===== src/rtl/xm_mem_pkg.sv =====
// X-Makina memory responder: shared FSM states, byte-lane masks
// and the request address check.
package xm_mem_pkg;

    typedef enum logic [2:0] {
        IDLE,
        WAIT,
        ACCESS,
        CAPTURE,
        RESP
    } xm_state_e;

    localparam logic [1:0] LANE_LO   = 2'b01;
    localparam logic [1:0] LANE_HI   = 2'b10;
    localparam logic [1:0] LANE_BOTH = 2'b11;

    // Word accesses must be even; every byte must lie inside the RAM.
    function automatic logic mem_addr_ok(
        input logic [31:0] addr,
        input logic        is_byte,
        input int unsigned depth
    );
        if (!is_byte && addr[0]) return 1'b0;
        return addr < 32'(2 * depth);
    endfunction

endpackage


===== src/rtl/xm_mem_responder_if.sv =====
// Processor-side request bus and RAM-side port bundles for the
// X-Makina memory responder.
interface xm_mem_req_if #(
    parameter int WORD = 16
);
    logic            req_i;
    logic            wr_i;
    logic            byte_i;
    logic [WORD-1:0] addr_i;
    logic [WORD-1:0] wdata_i;
    logic            ack_o;
    logic            err_o;
    logic [WORD-1:0] rdata_o;

    modport master (
        output req_i, wr_i, byte_i, addr_i, wdata_i,
        input  ack_o, err_o, rdata_o
    );
    modport slave (
        input  req_i, wr_i, byte_i, addr_i, wdata_i,
        output ack_o, err_o, rdata_o
    );
endinterface

interface xm_mem_ram_if #(
    parameter int WORD = 16,
    parameter int AW   = 10
);
    logic            ram_en_o;
    logic [1:0]      ram_we_o;
    logic [AW-1:0]   ram_addr_o;
    logic [WORD-1:0] ram_wdata_o;
    logic [WORD-1:0] ram_rdata_i;

    modport master (
        output ram_en_o, ram_we_o, ram_addr_o, ram_wdata_o,
        input  ram_rdata_i
    );
    modport slave (
        input  ram_en_o, ram_we_o, ram_addr_o, ram_wdata_o,
        output ram_rdata_i
    );
endinterface


===== src/rtl/xm_byte_lane.sv =====
// Byte-lane steering: write replication and enables, or read-lane
// extraction with zero extension, selected by READ.
module xm_byte_lane
    import xm_mem_pkg::*;
#(
    parameter int WORD = 16,
    parameter bit READ = 1'b0
) (
    input  logic            is_byte,
    input  logic            lsb,
    input  logic [WORD-1:0] din,
    output logic [WORD-1:0] dout,
    output logic [1:0]      we
);

    logic [1:0] lanes;

    always_comb begin
        lanes = LANE_BOTH;
        if (is_byte) lanes = lsb ? LANE_HI : LANE_LO;
    end

    if (READ) begin : g_rd
        assign we = 2'b00;
        always_comb begin
            dout = din;
            unique case (1'b1)
                lanes == LANE_HI: dout = WORD'(din[15:8]);
                lanes == LANE_LO: dout = WORD'(din[7:0]);
                default:          dout = din;
            endcase
        end
    end else begin : g_wr
        // A byte goes out on both lanes; the enables pick the target.
        assign we   = lanes;
        assign dout = is_byte ? {(WORD/8){din[7:0]}} : din;
    end

endmodule


===== src/rtl/xm_mem_responder.sv =====
// X-Makina memory responder: checks, waits, steers one access to a
// synchronous word RAM and acknowledges it with a one-cycle pulse.
module xm_mem_responder
    import xm_mem_pkg::*;
#(
    parameter int WORD        = 16,
    parameter int MEM_WORDS   = 1024,
    parameter int WAIT_STATES = 1
) (
    input  logic         clk_i,
    input  logic         arst_ni,
    xm_mem_req_if.slave  req_if,
    xm_mem_ram_if.master ram_if
);

    localparam int AW = $clog2(MEM_WORDS);
    localparam logic [3:0] WS_INIT =
        (WAIT_STATES > 0) ? 4'(WAIT_STATES - 1) : 4'd0;

    xm_state_e       state_q, state_d;
    logic [3:0]      cnt_q, cnt_d;
    logic            take;
    logic            addr_ok;
    logic            wr_q, byte_q;
    logic [AW:0]     addr_q;
    logic [WORD-1:0] wdata_q;
    logic            cur_wr, cur_byte;
    logic [AW:0]     cur_addr;
    logic [WORD-1:0] cur_wdata;
    logic [WORD-1:0] wr_data, rd_data;
    logic [1:0]      wr_we, rd_we;

    assign take    = (state_q == IDLE) && req_if.req_i;
    assign addr_ok = mem_addr_ok(32'(req_if.addr_i), req_if.byte_i,
                                 MEM_WORDS);

    // With no wait states ACCESS follows IDLE, so steer from the bus.
    assign cur_wr    = take ? req_if.wr_i          : wr_q;
    assign cur_byte  = take ? req_if.byte_i        : byte_q;
    assign cur_addr  = take ? req_if.addr_i[AW:0]  : addr_q;
    assign cur_wdata = take ? req_if.wdata_i       : wdata_q;

    always_comb begin
        state_d = state_q;
        cnt_d   = cnt_q;
        unique case (state_q)
            IDLE: begin
                if (take) begin
                    if (!addr_ok) begin
                        state_d = RESP;
                    end else if (WAIT_STATES > 0) begin
                        state_d = WAIT;
                        cnt_d   = WS_INIT;
                    end else begin
                        state_d = ACCESS;
                    end
                end
            end
            WAIT: begin
                if (cnt_q == 4'd0) state_d = ACCESS;
                else               cnt_d   = cnt_q - 4'd1;
            end
            ACCESS:  state_d = CAPTURE;
            CAPTURE: state_d = RESP;
            RESP:    state_d = IDLE;
            default: state_d = IDLE;
        endcase
    end

    xm_byte_lane #(.WORD(WORD), .READ(1'b0)) u_wr_lane (
        .is_byte (cur_byte),
        .lsb     (cur_addr[0]),
        .din     (cur_wdata),
        .dout    (wr_data),
        .we      (wr_we)
    );

    xm_byte_lane #(.WORD(WORD), .READ(1'b1)) u_rd_lane (
        .is_byte (byte_q),
        .lsb     (addr_q[0]),
        .din     (ram_if.ram_rdata_i),
        .dout    (rd_data),
        .we      (rd_we)
    );

    always_ff @(posedge clk_i or negedge arst_ni) begin
        if (!arst_ni) begin
            state_q <= IDLE;
            cnt_q   <= '0;
            wr_q    <= 1'b0;
            byte_q  <= 1'b0;
            addr_q  <= '0;
            wdata_q <= '0;
        end else begin
            state_q <= state_d;
            cnt_q   <= cnt_d;
            if (take) begin
                wr_q    <= req_if.wr_i;
                byte_q  <= req_if.byte_i;
                addr_q  <= req_if.addr_i[AW:0];
                wdata_q <= req_if.wdata_i;
            end
        end
    end

    // Only the error path goes straight from IDLE to RESP.
    always_ff @(posedge clk_i or negedge arst_ni) begin
        if (!arst_ni) begin
            req_if.ack_o   <= 1'b0;
            req_if.err_o   <= 1'b0;
            req_if.rdata_o <= '0;
        end else begin
            req_if.ack_o <= (state_d == RESP);
            req_if.err_o <= (state_d == RESP) && take;
            if (state_q == CAPTURE && !wr_q) req_if.rdata_o <= rd_data;
        end
    end

    always_ff @(posedge clk_i or negedge arst_ni) begin
        if (!arst_ni) begin
            ram_if.ram_en_o    <= 1'b0;
            ram_if.ram_we_o    <= '0;
            ram_if.ram_addr_o  <= '0;
            ram_if.ram_wdata_o <= '0;
        end else begin
            ram_if.ram_en_o <= (state_d == ACCESS);
            ram_if.ram_we_o <= '0;
            if (state_d == ACCESS) begin
                ram_if.ram_we_o   <= cur_wr ? wr_we : rd_we;
                ram_if.ram_addr_o <= cur_addr[AW:1];
                if (cur_wr) ram_if.ram_wdata_o <= wr_data;
            end
        end
    end

endmodule


===== src/flat_wrapper.sv =====
// flat-port wrapper written by rule: the top's interface ports become plain ports
module xm_mem_responder_flat import xm_mem_pkg::*;
#(
    parameter int WORD        = 16,
    parameter int MEM_WORDS   = 1024,
    parameter int WAIT_STATES = 1
)
  (clk_i, arst_ni, req_if_req_i, req_if_wr_i, req_if_byte_i, req_if_addr_i, req_if_wdata_i, req_if_ack_o, req_if_err_o, req_if_rdata_o, ram_if_ram_en_o, ram_if_ram_we_o, ram_if_ram_addr_o, ram_if_ram_wdata_o, ram_if_ram_rdata_i);
  xm_mem_req_if #(.WORD(WORD)) req_if_i ();
  xm_mem_ram_if #(.WORD(WORD), .AW(10)) ram_if_i ();
  input  logic clk_i;
  input  logic arst_ni;
  input wire logic [$bits(req_if_i.req_i)-1:0] req_if_req_i;
  input wire logic [$bits(req_if_i.wr_i)-1:0] req_if_wr_i;
  input wire logic [$bits(req_if_i.byte_i)-1:0] req_if_byte_i;
  input wire logic [$bits(req_if_i.addr_i)-1:0] req_if_addr_i;
  input wire logic [$bits(req_if_i.wdata_i)-1:0] req_if_wdata_i;
  output wire logic [$bits(req_if_i.ack_o)-1:0] req_if_ack_o;
  output wire logic [$bits(req_if_i.err_o)-1:0] req_if_err_o;
  output wire logic [$bits(req_if_i.rdata_o)-1:0] req_if_rdata_o;
  output wire logic [$bits(ram_if_i.ram_en_o)-1:0] ram_if_ram_en_o;
  output wire logic [$bits(ram_if_i.ram_we_o)-1:0] ram_if_ram_we_o;
  output wire logic [$bits(ram_if_i.ram_addr_o)-1:0] ram_if_ram_addr_o;
  output wire logic [$bits(ram_if_i.ram_wdata_o)-1:0] ram_if_ram_wdata_o;
  input wire logic [$bits(ram_if_i.ram_rdata_i)-1:0] ram_if_ram_rdata_i;
  assign req_if_i.req_i = req_if_req_i;
  assign req_if_i.wr_i = req_if_wr_i;
  assign req_if_i.byte_i = req_if_byte_i;
  assign req_if_i.addr_i = req_if_addr_i;
  assign req_if_i.wdata_i = req_if_wdata_i;
  assign req_if_ack_o = req_if_i.ack_o;
  assign req_if_err_o = req_if_i.err_o;
  assign req_if_rdata_o = req_if_i.rdata_o;
  assign ram_if_ram_en_o = ram_if_i.ram_en_o;
  assign ram_if_ram_we_o = ram_if_i.ram_we_o;
  assign ram_if_ram_addr_o = ram_if_i.ram_addr_o;
  assign ram_if_ram_wdata_o = ram_if_i.ram_wdata_o;
  assign ram_if_i.ram_rdata_i = ram_if_ram_rdata_i;
  xm_mem_responder #(.WORD(WORD), .MEM_WORDS(MEM_WORDS), .WAIT_STATES(WAIT_STATES)) u_core (.clk_i(clk_i), .arst_ni(arst_ni), .req_if(req_if_i), .ram_if(ram_if_i));
endmodule

===== config.mk =====
export PLATFORM = sky130hd
export DESIGN_NAME = xm_mem_responder_flat
export DESIGN_NICKNAME = d
export VERILOG_FILES = /design/src/rtl/xm_mem_pkg.sv /design/src/rtl/xm_mem_responder_if.sv /design/src/rtl/xm_byte_lane.sv /design/src/rtl/xm_mem_responder.sv /design/src/flat_wrapper.sv
export SDC_FILE = /design/constraint.sdc
export NUM_CORES = 1
export LEC_CHECK = 0
export BUFFER_PORTS_ARGS = -buffer_cell sky130_fd_sc_hd__buf_4
export CORE_MARGIN = 2
export CORE_UTILIZATION = 25
export DETAILED_ROUTE_END_ITERATION = 12
export PLACE_DENSITY = 0.47
export SYNTH_ARGS = -nofsm -noshare
export SYNTH_HDL_FRONTEND = slang
export SYNTH_SLANG_ARGS = --single-unit
export TNS_END_PERCENT = 10

===== constraint.sdc =====
create_clock -name clk_i -period 2.8 [get_ports clk_i]
set_clock_uncertainty 0.2 [all_clocks]
set_input_delay 0.28 -clock clk_i [delete_from_list [all_inputs] [get_ports clk_i]]
set_output_delay 0.28 -clock clk_i [all_outputs]
set_load 0.05 [all_outputs]

# After elaboration in Yosys (flattened, before gate mapping)
# Cells that the tools add are included.
# W data, S select, Z words.
classes:
  n_shift: 0
  order_cmp: 1
  eq_ne: 10
  div_mod_pow: 0
  mul: 0
  bitwise_logic: 0
  mux: 23
  add_sub_neg: 1
  reduce_logical: 11
op_table:
  columns: ["operator", "count"]
  rows:
  - ["$mux W16", 2]
  - ["$pmux W16 S2", 1]
  - ["$lt A16 B12 Y1 const B", 1]
  - ["$mux W2", 6]
  - ["$mux W4", 3]
  - ["$pmux W3 S4", 1]
  - ["$mux W11", 1]
  - ["$eq A3 B2 Y1 const B", 3]
  - ["$mux W3", 3]
  - ["$pmux W4 S2", 1]
  - ["$mux W1", 5]
  - ["$logic_and A1 B1 Y1", 4]
  - ["$logic_not A4 Y1", 1]
  - ["$ne A2 B1 Y1 const B", 2]
  - ["$reduce_and A4 Y1", 1]
  - ["$sub A4 B1 Y4 const B", 1]
  - ["$eq A3 B1 Y1 const B", 1]
  - ["$eq A3 B3 Y1 const B", 1]
  - ["$logic_not A3 Y1", 1]
  - ["$eq A2 B1 Y1 const B", 1]
  - ["$eq A2 B2 Y1 const B", 1]
  - ["$logic_not A1 Y1", 2]
  - ["$ne A2 B2 Y1 const B", 1]
  - ["$reduce_and A2 Y1", 1]
  - ["$reduce_bool A2 Y1", 1]
word_totals:
  latch_bits: 0
  ram_bits: 0
  memories: 0
  romBits: 0
  ff_bits: 83
  elab_cells: 59
  out_inout_bits: 47

# Logic depth before layout (Yosys ltp)
logic_depth:
  word_depth: 9
  depth_mapped: 7
  mapped_depth_nobuf: 6

# Hierarchy
# From an unflattened synthesis, not the netlist that was laid out.
hier_totals:
  hier_cells: 284
  area_unflattened_um2: 3652.3
by_module_without_submodules:
  columns: ["module", "cells_per_inst", "seq_area_each_um2", "instances", "area_per_inst_um2"]
  rows:
  - ["xm_mem_responder", 245, 2077.0, 1, 3260.6]
  - ["xm_byte_lane (u_core.u_wr_lane)", 19, 0.0, 1, 201.4]
  - ["xm_byte_lane (u_core.u_rd_lane)", 20, 0.0, 1, 190.2]

# Least setup slack after synthesis
# No wires, ideal clock.
synth_timing:
  path_type: "flip-flop to flip-flop"
  start: "register u_core.cnt_q[0]"
  end: "register u_core.ram_if.ram_wdata_o[0]"
  path_stages_with_launch: 8
  arrival_time_ns: 2.014
  setup_time_ns: 0.125
  slack_ns: 0.461
  required_ns: 2.475
  synth_period_minus_slack_ns: 2.339
  cell_sequence: "dfrtp_1 -> inv_1 -> ha_1 -> or3b_2 -> nand2b_1 -> nor2_4 -> buf_6 -> mux2_4"
synth_between:
  elab_chain_cells: 5
synth_rtl:
  columns: ["element", "line", "source"]
  rows:
  - ["start: declaration", "xm_mem_responder.sv:21", "logic [3:0] cnt_q, cnt_d;"]
  - ["start signal: assignment", "xm_mem_responder.sv:96", "cnt_q <= cnt_d;"]
  - ["$logic_not A4 Y1", "xm_mem_responder.sv:60", "if (cnt_q == 4'd0) state_d = ACCESS;"]
  - ["$mux W3", "xm_mem_responder.sv:60", null]
  - ["$pmux W3 S4", "xm_mem_responder.sv:46", "unique case (state_q)"]
  - ["$eq A3 B2 Y1", "xm_mem_responder.sv:128", "if (state_d == ACCESS) begin"]
  - ["$reduce_and A2 Y1 (no line)", null, null]
  - ["end signal: assignment", "xm_mem_responder.sv:131", "if (cur_wr) ram_if.ram_wdata_o <= wr_data;"]
  - ["end: declaration", "xm_mem_responder_if.sv:36", "output ram_en_o, ram_we_o, ram_addr_o, ram_wdata_o,"]
# Every way passes these cells.
# A chain may end at the register's enable or synchronous reset.

# Worst setup path after layout
layout_timing:
  start: "register u_core.state_q[0]"
  end: "register u_core.cnt_q[0]"
layout_between:
  elab_chain_cells: 4
layout_rtl:
  columns: ["element", "line", "source"]
  rows:
  - ["start: declaration", "xm_mem_responder.sv:20", "xm_state_e state_q, state_d;"]
  - ["start signal: assignment", "xm_mem_responder.sv:95", "state_q <= state_d;"]
  - ["$logic_not A3 Y1", "xm_mem_responder.sv:33, xm_mem_responder.sv:46", null]
  - ["$logic_and A1 B1 Y1", "xm_mem_responder.sv:33", "assign take = (state_q == IDLE) && req_if.req_i;"]
  - ["$ne A2 B1 Y1 (no line)", null, null]
  - ["$reduce_and A4 Y1 (no line)", null, null]
# Parallel ways exist; a longest one is shown, timed or not.

==> results.toml <==
[synth]
synth-edff-count = 0
synthesis.nets = 386
syn_area_per_cell_um2 = 10.8
synth_seq_area_share = 0.579
syn_area_um2 = 3590
yosys_warnings = 0
synth_cells = 331
postSynth.asyncResetShare = 1.00
synth_cell_types = 32
ys_ff_latch = 83
synth-main-ff-cell = "dfrtp_1"

[grt]
antenna_found_initial = 0
grt_pass1_wl_mm = 14.9
grt_pass1_vias = 2941
grt_overflow = 0
track_usage = 0.129
grt_max_degree = 51

[sta]
worst_slew_pin_slew_ns = 0.635
finalCritPeriodShare = 0.890
relSlewSlack = 0.577
min_period_ns = 2.49
hold_viol = 0
grt_setup_unrepaired = "false"
max_freq_ghz = 0.401
slew_violations = 0
setup_violations = 0
fin_tns_setup_ns = 0

[cts]
clk_latency_ns = 0.34
cts_num_sinks = 83
tritoncts = "done"
numCtsBuffers = 9
htreeDepth = 3
cts-root-buf = "clkbuf_16"
clockBufferDepth = 2
clk_pin_slew_worst_paths_ns = 0.06

[floorplanning]
fp.coreArea_um2 = 13900
initial_utilization = 0.258
pin_count = 100
rows = 43
die_h_um = 124
die-area_um2 = 15300
die_width_um = 124

[critical_path]
cp_slowest_cell = "or4b_1"
worst-path-buf-inv = 1
timing.rr.end = "u_core.cnt_q[0]$_DFFE_PN0P_"
cp_data_required_time_ns = 2.83
crit_type = "reg -> reg"
rrSetupSlack_ns = 0.31
cp-end-kind = "flop"
r2r_cells = 5
cpLargestDelayFamily = "simple AND/OR/NAND/NOR gates"
worstPathArrival_ns = 2.53
crit_chain = "or4b_1 -> buf_4 -> nor4_2 -> a21oi_1 -> a21o_1"
cp-start-kind = "flop"
crit_cells = 5
timing.rr.start = "u_core.state_q[0]$_DFF_PN0_"
cpPeakStageDelay_ns = 0.67
crit_fanout = 22

[cells_and_area]
nets = 525
filler_cell_count = 1420
final_util = 0.374
antenna_cells = 0
drive_gt1_frac = 0.328
area_growth_pct = 45.3

[drt]
drt_iter0_drc = 111
viasPerCell = 4.28
routed_wl_mm = 9.16
vias = 2802
avgRoutedWirePerCell_um = 14.0
drt.antenna.violating_nets = 0
drcViolationCount = 0
firstDrtPassIters = 4

[pwr]
vdd_drop_max_mv = 0.326
p_leak_nw = 2.64
power.density_nw_per_um2 = 614

[placement]
io_buffers = 99
gp_congestion = 0.816
dp_hpwl_mm = 6.27

[min_path]
min_to = "u_core.addr_q[0]$_DFF_PN0_"
min_path_type = "in -> reg"
holdPathStages = 2
worstHoldStart = "req_if_addr_i[0]"

[run]
cap_violations = 0

[run_status]
status = "finished, final reports clean"
[metal layers]
layer,up-vias,global-route usage,wire length (um),share of wire
li1,1373,-,-,-
met3,11,0.0298,467,0.051
met1,1350,0.175,4320,0.47
met5,-,0,0,0
met4,0,0.0533,148,0.016
met2,68,0.197,4230,0.46
[Yosys cell counts (2+ instances only)]
cell type,number,area [um^2]
dfrtp_1,83,2080
mux2_2,19,214
mux2i_1,17,170
clkbuf_1,13,48.8
a21boi_0,2,15.0
a211oi_1,8,60.1
a21oi_1,9,45.0
nand2_1,109,409
mux2_4,8,120
o21ai_0,10,50.1
ha_1,2,25.0
xor2_1,2,17.5
nand2b_1,2,12.5
nand3b_1,10,75.1
nor2_1,6,22.5
nand3_1,2,10.0
inv_1,5,18.8
nor2b_1,9,56.3
nor3_1,2,10.0
[worst register-to-register path, delay by kind of cell (launching register included)]
kind            cells  cell delay [ns]
simple gates        2             1.14
flops               1             0.43
compound gates      2             0.35
buf+inv             1             0.27
[worst max-delay path by stage]
stage	start	endpoint
6_report	u_core.state_q[0]$_DFF_PN0_	u_core.cnt_q[0]$_DFFE_PN0P_
5_1_grt	u_core.state_q[0]$_DFF_PN0_	u_core.cnt_q[0]$_DFFE_PN0P_
4_1_cts	u_core.state_q[0]$_DFF_PN0_	u_core.cnt_q[0]$_DFFE_PN0P_
3_5_place_dp	u_core.state_q[0]$_DFF_PN0_	u_core.cnt_q[0]$_DFFE_PN0P_
3_3_place_gp	u_core.cnt_q[0]$_DFFE_PN0P_	u_core.ram_if.ram_wdata_o[11]$_DFFE_PN0P_
2_1_floorplan	u_core.cnt_q[0]$_DFFE_PN0P_	u_core.ram_if.ram_wdata_o[0]$_DFFE_PN0P_
[stage by stage]
step,hold WS (ns),area (um^2),setup slack (ns),instances,power (mW)
2_1_floorplan,-0.216,3590,0.461,331,1.79
3_3_place_gp,0.148,4560,0.378,603,2.00
3_5_place_dp,0.151,4560,0.292,603,2.02
4_1_cts,0.0217,5220,0.263,655,3.26
5_1_grt,0.0328,5220,0.182,655,3.41
6_report,0.0336,5220,0.307,655,3.20
[layout make-up]
cell class / count / area, um^2 / area share
Clock inverter: 5 / 52.6 / 0.0101
Clock buffer: 11 / 243 / 0.0465
Inverter: 5 / 18.8 / 0.00360
Sequential cell: 83 / 2080 / 0.398
Timing Repair Buffer: 144 / 1170 / 0.224
Tap cell: 180 / 225 / 0.0432
Multi-Input combinational cell: 227 / 1430 / 0.274
[state kept, by name (all words and copies together), names as in the netlist]
register / flops
u_core.wdata_q: 16
u_core.wr_q: 1
u_core.byte_q: 1
u_core.addr_q: 11
u_core.cnt_q: 4
u_core.ram_if.ram_en_o: 1
u_core.ram_if.ram_wdata_o: 16
u_core.ram_if.ram_addr_o: 10
u_core.req_if.rdata_o: 16
u_core.state_q: 3
u_core.req_if.ack_o: 1
u_core.ram_if.ram_we_o: 2
u_core.req_if.err_o: 1
[report_power, final]
part / leakage (nW) / switching (mW) / internal (mW)
Combinational: 1.49 / 0.330 / 0.276
Clock: 0.145 / 0.467 / 0.710
Sequential: 1.01 / 0.0886 / 1.33
Total: 2.64 / 0.885 / 2.32
[kinds of logic after synthesis]
family	count (synthesis)	share of synthesized area
adder cells (fa/ha/maj)	2	0.00697
XOR/XNOR	2	0.00488
flip-flops	83	0.579
buffers and inverters	21	0.0254
AO/OA/AOI/OAI	30	0.0495
multiplexers	45	0.147
AND/OR/NAND/NOR	148	0.188
[placed cells by master, fill, tap and decap left out, types with 2 or more instances in the layout]
cell | Yosys | final
nand2_1 | 109 | 109
buf_4 | 1 | 108
dfrtp_1 | 83 | 83
dlygate4sd3_1 | 0 | 36
mux2_2 | 19 | 19
mux2i_1 | 17 | 17
nand3b_1 | 10 | 10
o21ai_0 | 10 | 10
nor2b_1 | 9 | 9
a21oi_1 | 9 | 9
clkbuf_16 | 0 | 9
mux2_4 | 8 | 8
a211oi_1 | 8 | 8
nor2_1 | 6 | 6
inv_1 | 5 | 5
clkinv_2 | 0 | 3
nand2b_1 | 2 | 2
nor3_1 | 2 | 2
a21boi_0 | 2 | 2
nand3_1 | 2 | 2
xor2_1 | 2 | 2
ha_1 | 2 | 2
[timing repair]
item,CTS,global route
gates resized for setup,0,0
hold buffers,36,0
hold endpoints to repair,82,0
buffers inserted,0,0
Power figures use the tool's default switching activity.
